$ cat config.mk
export PLATFORM = sky130hd
export DESIGN_NAME = instruction_fetch_unit_flat
export DESIGN_NICKNAME = d
export VERILOG_FILES = /design/src/rtl/fetch_pkg.sv /design/src/rtl/instruction_fetch_unit_if.sv /design/src/rtl/if_id_reg.sv /design/src/rtl/instruction_fetch_unit.sv /design/src/flat_wrapper.sv
export SDC_FILE = /design/constraint.sdc
export NUM_CORES = 1
export LEC_CHECK = 0
export CORE_MARGIN = 5
export CORE_UTILIZATION = 40
export CTS_CLUSTER_DIAMETER = 80
export DETAILED_ROUTE_END_ITERATION = 16
export PLACE_DENSITY = 0.7
export SKIP_CTS_REPAIR_TIMING = 1
export SYNTH_ARGS = -nofsm -noshare
export SYNTH_HDL_FRONTEND = slang
export SYNTH_HIERARCHICAL = 1
export SYNTH_SLANG_ARGS = --single-unit
export TNS_END_PERCENT = 50
$ cat constraint.sdc
create_clock -name clk -period 3.53 [get_ports clk]
set_input_delay 0.5295 -clock clk [delete_from_list [all_inputs] [get_ports clk]]
set_output_delay 0.5295 -clock clk [all_outputs]
set_load 0.02 [all_outputs]
$ cat src/rtl/fetch_pkg.sv
// Shared fetch-stage constants: default widths, reset PC, bubble instruction and PC stride.
package fetch_pkg;

  localparam int          ADDR_W_DEF    = 32;
  localparam int          DATA_W_DEF    = 32;
  localparam logic [31:0] RESET_PC_DEF  = 32'h0000_0000;
  localparam logic [31:0] NOP_INSTR_DEF = 32'h0000_0000;  // sll $0,$0,0
  localparam int          PC_INCR       = 4;

endpackage

$ cat src/rtl/instruction_fetch_unit_if.sv
// Fetch-stage bus: hazard/redirect controls in, instruction memory port, IF/ID register out.
interface instruction_fetch_unit_if #(
  parameter int ADDR_W = 32,
  parameter int DATA_W = 32
);
  logic              stall;
  logic              flush;
  logic              branch_taken;
  logic [ADDR_W-1:0] branch_target;
  logic [ADDR_W-1:0] imem_addr;
  logic [DATA_W-1:0] imem_rd;
  logic [DATA_W-1:0] if_id_instr;
  logic [ADDR_W-1:0] if_id_pc;
  logic [ADDR_W-1:0] if_id_pc4;
  logic              if_id_valid;
  logic              misalign;
  logic [31:0]       fetch_count;

  modport master (
    input  stall, flush, branch_taken, branch_target, imem_rd,
    output imem_addr, if_id_instr, if_id_pc, if_id_pc4, if_id_valid, misalign, fetch_count
  );

  modport slave (
    output stall, flush, branch_taken, branch_target, imem_rd,
    input  imem_addr, if_id_instr, if_id_pc, if_id_pc4, if_id_valid, misalign, fetch_count
  );
endinterface

$ cat src/rtl/if_id_reg.sv
// IF/ID pipeline register; priority reset > bubble > stall > capture. Bubble keeps pc/pc4 stable.
module if_id_reg #(
  parameter int                ADDR_W    = 32,
  parameter int                DATA_W    = 32,
  parameter logic [DATA_W-1:0] NOP_INSTR = '0
) (
  input  logic              clk,
  input  logic              reset,
  input  logic              bubble,
  input  logic              stall,
  input  logic [DATA_W-1:0] instr_d,
  input  logic [ADDR_W-1:0] pc_d,
  input  logic [ADDR_W-1:0] pc4_d,
  output logic [DATA_W-1:0] instr,
  output logic [ADDR_W-1:0] pc,
  output logic [ADDR_W-1:0] pc4,
  output logic              valid
);

  always_ff @(posedge clk) begin
    if (reset) begin
      instr <= NOP_INSTR;
      pc    <= '0;
      pc4   <= '0;
      valid <= 1'b0;
    end else if (bubble) begin
      instr <= NOP_INSTR;
      valid <= 1'b0;
    end else if (!stall) begin
      instr <= instr_d;
      pc    <= pc_d;
      pc4   <= pc4_d;
      valid <= 1'b1;
    end
  end

endmodule

$ cat src/rtl/instruction_fetch_unit.sv
// Fetch stage: owns the PC, drives the instruction memory address and loads the IF/ID register.
// Redirect beats stall; only imem_addr is combinational (straight from the PC).
module instruction_fetch_unit
  import fetch_pkg::*;
#(
  parameter int                ADDR_W    = ADDR_W_DEF,
  parameter int                DATA_W    = DATA_W_DEF,
  parameter logic [ADDR_W-1:0] RESET_PC  = ADDR_W'(RESET_PC_DEF),
  parameter logic [DATA_W-1:0] NOP_INSTR = DATA_W'(NOP_INSTR_DEF)
) (
  input logic                      clk,
  input logic                      reset,
  instruction_fetch_unit_if.master bus
);

  logic [ADDR_W-1:0] pc;
  logic [ADDR_W-1:0] pc_seq;
  logic [ADDR_W-1:0] target_aligned;
  logic              bubble;
  logic              capture;
  logic              misalign;
  logic [31:0]       fetch_count;

  assign pc_seq         = pc + ADDR_W'(PC_INCR);
  assign target_aligned = {bus.branch_target[ADDR_W-1:2], 2'b00};
  assign bubble         = bus.flush | bus.branch_taken;
  assign capture        = ~bubble & ~bus.stall;

  always_ff @(posedge clk) begin
    if (reset) begin
      pc          <= RESET_PC;
      misalign    <= 1'b0;
      fetch_count <= '0;
    end else begin
      if (bus.branch_taken) begin
        pc <= target_aligned;
      end else if (!bus.stall) begin
        pc <= pc_seq;
      end
      // Status only: the fetch itself always goes to the word-aligned target.
      misalign <= bus.branch_taken & (|bus.branch_target[1:0]);
      if (capture) begin
        fetch_count <= fetch_count + 32'd1;
      end
    end
  end

  assign bus.imem_addr   = pc;
  assign bus.misalign    = misalign;
  assign bus.fetch_count = fetch_count;

  logic [DATA_W-1:0] id_instr;
  logic [ADDR_W-1:0] id_pc;
  logic [ADDR_W-1:0] id_pc4;
  logic              id_valid;

  if_id_reg #(
    .ADDR_W    (ADDR_W),
    .DATA_W    (DATA_W),
    .NOP_INSTR (NOP_INSTR)
  ) u_if_id_reg (
    .clk     (clk),
    .reset   (reset),
    .bubble  (bubble),
    .stall   (bus.stall),
    .instr_d (bus.imem_rd),
    .pc_d    (pc),
    .pc4_d   (pc_seq),
    .instr   (id_instr),
    .pc      (id_pc),
    .pc4     (id_pc4),
    .valid   (id_valid)
  );

  assign bus.if_id_instr = id_instr;
  assign bus.if_id_pc    = id_pc;
  assign bus.if_id_pc4   = id_pc4;
  assign bus.if_id_valid = id_valid;

endmodule

$ cat src/flat_wrapper.sv
// flat-port wrapper written by rule: the top's interface ports become plain ports
module instruction_fetch_unit_flat import fetch_pkg::*;
#(
  parameter int                ADDR_W    = ADDR_W_DEF,
  parameter int                DATA_W    = DATA_W_DEF,
  parameter logic [ADDR_W-1:0] RESET_PC  = ADDR_W'(RESET_PC_DEF),
  parameter logic [DATA_W-1:0] NOP_INSTR = DATA_W'(NOP_INSTR_DEF)
)
  (clk, reset, bus_stall, bus_flush, bus_branch_taken, bus_branch_target, bus_imem_rd, bus_imem_addr, bus_if_id_instr, bus_if_id_pc, bus_if_id_pc4, bus_if_id_valid, bus_misalign, bus_fetch_count);
  instruction_fetch_unit_if #(.ADDR_W(ADDR_W), .DATA_W(DATA_W)) bus_i ();
  input logic clk;
  input logic reset;
  input wire logic [$bits(bus_i.stall)-1:0] bus_stall;
  input wire logic [$bits(bus_i.flush)-1:0] bus_flush;
  input wire logic [$bits(bus_i.branch_taken)-1:0] bus_branch_taken;
  input wire logic [$bits(bus_i.branch_target)-1:0] bus_branch_target;
  input wire logic [$bits(bus_i.imem_rd)-1:0] bus_imem_rd;
  output wire logic [$bits(bus_i.imem_addr)-1:0] bus_imem_addr;
  output wire logic [$bits(bus_i.if_id_instr)-1:0] bus_if_id_instr;
  output wire logic [$bits(bus_i.if_id_pc)-1:0] bus_if_id_pc;
  output wire logic [$bits(bus_i.if_id_pc4)-1:0] bus_if_id_pc4;
  output wire logic [$bits(bus_i.if_id_valid)-1:0] bus_if_id_valid;
  output wire logic [$bits(bus_i.misalign)-1:0] bus_misalign;
  output wire logic [$bits(bus_i.fetch_count)-1:0] bus_fetch_count;
  assign bus_i.stall = bus_stall;
  assign bus_i.flush = bus_flush;
  assign bus_i.branch_taken = bus_branch_taken;
  assign bus_i.branch_target = bus_branch_target;
  assign bus_i.imem_rd = bus_imem_rd;
  assign bus_imem_addr = bus_i.imem_addr;
  assign bus_if_id_instr = bus_i.if_id_instr;
  assign bus_if_id_pc = bus_i.if_id_pc;
  assign bus_if_id_pc4 = bus_i.if_id_pc4;
  assign bus_if_id_valid = bus_i.if_id_valid;
  assign bus_misalign = bus_i.misalign;
  assign bus_fetch_count = bus_i.fetch_count;
  instruction_fetch_unit #(.ADDR_W(ADDR_W), .DATA_W(DATA_W), .RESET_PC(RESET_PC), .NOP_INSTR(NOP_INSTR)) u_core (.clk(clk), .reset(reset), .bus(bus_i));
endmodule
==> flow_metrics.py <==
metrics = {
    "logic_synthesis": {
        "yosysWarnings": 6,
        "synth_edf_count": 0,
        "synth.yosys.seq_area_share_pct": 42.1,
        "synth_seq_cells": 160,
        "synth_ff_type": "dfxtp_1",
        "syn_area_um2": 7600,
        "synthArstFlopShare_pct": 0,
        "synthCells": 874,
        "syn_area_per_cell_um2": 8.70,
        "ys_types": 60,
    },
    "timing": {
        "setup_tns_ns": 0,
        "max_freq_mhz": 354,
        "rsz0062_at_grt": "no",
        "hold_viol": 0,
        "worstMarginPinSlew_ns": 0.808,
        "setup_violations": 0,
        "final.period_utilization_pct": 80.1,
        "slew_viol_final": 0,
        "layout_min_cycle_time_ns": 2.83,
        "relSlewSlack_pct": 46.1,
        "fin_skew_ns": 0.00755,
    },
    "worst_setup_path": {
        "arrival_ns": 3.18,
        "crit_required_ns": 3.88,
        "path_max_fanout": 14,
        "worstSetupEndpointType": "register",
        "startpoint_type": "register",
        "crit_type": "register to register",
    },
    "routing": {
        "avgViaCountPerCell": 5.42,
        "vias": 7113,
        "drc_errors": 0,
        "drtIter0Drc": 373,
        "dr.pass1.iters": 5,
        "wl_per_cell_um": 17.6,
        "antenna_left": 0,
        "wirelength_mm": 23.1,
    },
    "placed_design": {
        "dp_hpwl_mm": 15.8,
        "gp_congestion": 0.847,
        "port_buffers": 228,
    },
    "die": {
        "die_h_um": 148,
        "io_pins": 231,
        "start_util_pct": 40.6,
        "rows": 50,
        "coreArea_um2": 18700,
        "die-area_um2": 21900,
        "dieWidth_um": 148,
    },
    "clocking": {
        "cts_tree": "done",
        "clock_insertion_delay_worst_skew_ns": 0.42,
        "cts_sinks": 160,
        "clk_path_buf_depth": 2,
        "htreeDepth": 4,
        "cts-root-buf": "clkbuf_16",
        "numCtsBuffers": 17,
        "clk_pin_slew_ns": 0.07,
    },
    "grt": {
        "grt_pass1_wl_mm": 35.9,
        "antenna_found_initial": 1,
        "grt_pass1_vias": 6391,
        "grt_overflow": 0,
        "track_usage_pct": 20.3,
        "grt_max_degree": 193,
    },
    "status": {
        "outcome": "finished clean",
    },
    "finish": {
        "num-fill-cells": 1720,
        "drive_above_1_share_pct": 6.13,
        "area_growth_pct": 38.8,
        "fin_util_pct": 56.4,
        "final_nets": 1135,
    },
    "worst_hold_path": {
        "min_path_type": "register to register",
    },
    "job": {
        "cap_viol_max_count": 0,
    },
    "pwr": {
        "leakage_nw": 3.61,
        "vdd_drop_max_v": 0.000309,
        "p_per_area_nw_per_um2": 403,
    },
}
-- cells in the final DEF (no fill, tap or decap), drive strengths merged, types with 18 or more instances in the layout --
cell type	n
o21ai	79
or3b	64
mux2i	34
or3	18
a21oi	92
nand4	18
clkdlybuf4s50	226
nor2	71
nand3	19
nand2	41
buf	20
dfxtp	160
xor2	18
xnor2	34
-- cells in the mapped netlist (3+ instances only) --
| cell type | n | share of area, % |
|---|---|---|
| nand4_1 | 18 | 1.5 |
| or3b_1 | 59 | 6.8 |
| or3b_2 | 5 | 0.58 |
| xor2_1 | 18 | 2.1 |
| clkbuf_1 | 54 | 2.7 |
| nor3_1 | 11 | 0.72 |
| a211oi_1 | 8 | 0.79 |
| a311oi_1 | 6 | 0.69 |
| buf_6 | 10 | 1.5 |
| or3_1 | 18 | 1.5 |
| nand2b_1 | 5 | 0.41 |
| a21oi_1 | 92 | 6.1 |
| o311a_1 | 3 | 0.40 |
| nand2_1 | 41 | 2.0 |
| and4_1 | 7 | 0.81 |
| and2_1 | 4 | 0.33 |
| nor4_1 | 15 | 1.2 |
| o21ai_1 | 8 | 0.53 |
| nor2_1 | 71 | 3.5 |
| buf_2 | 5 | 0.33 |
| or4_1 | 11 | 1.1 |
| o21ai_0 | 71 | 4.7 |
| o311ai_0 | 3 | 0.35 |
| and3_1 | 8 | 0.66 |
| dfxtp_1 | 160 | 42 |
| buf_1 | 7 | 0.35 |
| o31ai_1 | 9 | 0.89 |
| o41ai_1 | 3 | 0.35 |
| xnor2_1 | 34 | 3.9 |
| buf_4 | 3 | 0.30 |
| a31oi_1 | 3 | 0.25 |
| or2_2 | 5 | 0.41 |
| mux2i_1 | 34 | 4.5 |
| a2111oi_0 | 3 | 0.35 |
| nand3_1 | 19 | 1.3 |
| inv_1 | 13 | 0.64 |
| nor2b_1 | 3 | 0.25 |
-- per-layer routing --
layer  GRT usage (%)  wire, um  vias up
li1                -         -     3545
met1            28.3     10500     3328
met2            30.4     10500      220
met3            6.01      1690       20
met4            6.24       387        0
met5               0         0        -
-- power breakdown --
group          internal [W]  total (W)  switching, W
Combinational      0.000242   0.000501      0.000258
Clock               0.00105    0.00184      0.000791
Sequential          0.00185    0.00191     0.0000604
-- worst paths after layout --
check / startpoint / to / slack (ns) / cells past startpoint
max reg2reg: u_core/bus.imem_addr[5] / u_core/u_if_id_reg/pc4[27] / 0.70 / 7
max: u_core/bus.imem_addr[5] / u_core/u_if_id_reg/pc4[27] / 0.70 / 7
min: u_core/u_if_id_reg/valid / u_core/u_if_id_reg/valid / 0.46 / 2
min reg2reg: u_core/u_if_id_reg/valid / u_core/u_if_id_reg/valid / 0.46 / 2
-- cells by family (layout without fill, tap and decap cells) --
| family | Yosys count | in the layout | synth area share [%] |
|---|---|---|---|
| fa+ha+maj | 2 | 2 | 0.329 |
| mux | 36 | 36 | 4.77 |
| other cells | 1 | 8 | 0.0493 |
| xor+xnor | 52 | 52 | 5.99 |
| buf+inv | 94 | 292 | 5.88 |
| simple gates | 306 | 306 | 23.8 |
| flops | 160 | 160 | 42.1 |
| compound gates | 223 | 223 | 17.1 |
-- final cells by class --
cell class	instances	area [um2]	share of cell area, %
well taps	234	293	2.77
diodes	2	5.00	0.0474
flip-flops and latches	160	3200	30.3
clock buffers	17	425	4.03
inverters	14	52.6	0.498
repair buffers	246	2440	23.1
multi-input cells	625	3970	37.6
clock inverters	15	161	1.53
-- worst max-delay path: stages (launching register included) --
cell     delay (ns)
dfxtp_1        0.49
nand4_1        0.14
buf_4          0.20
or4_1          0.66
nor3_1         0.42
xor2_1         0.32
or3b_1         0.38
a21oi_1        0.13
-- registers in the layout (all words and copies together), names as in the netlist --
| name | cells |
|---|---|
| u_core/bus.misalign | 1 |
| u_core/u_if_id_reg/valid | 1 |
| u_core/u_if_id_reg/pc4 | 32 |
| u_core/u_if_id_reg/instr | 32 |
| u_core/u_if_id_reg/pc | 32 |
| u_core/bus.imem_addr | 30 |
| u_core/bus.fetch_count | 32 |
-- per-stage QoR --
stage / hold WS [ns] / setup WS, ns / total power [W] / instance area, um2 / cells
after global placement: 0.439 / 0.479 / 0.00245 / 9960 / 1279
after floorplan: 0.526 / 0.947 / 0.00222 / 7620 / 879
after global routing: 0.487 / 0.556 / 0.00442 / 10600 / 1312
after detailed placement: 0.454 / 0.451 / 0.00245 / 9960 / 1279
final: 0.464 / 0.702 / 0.00426 / 10600 / 1313
after CTS: 0.464 / 0.785 / 0.00429 / 10500 / 1311
Power figures use the tool's default switching activity.
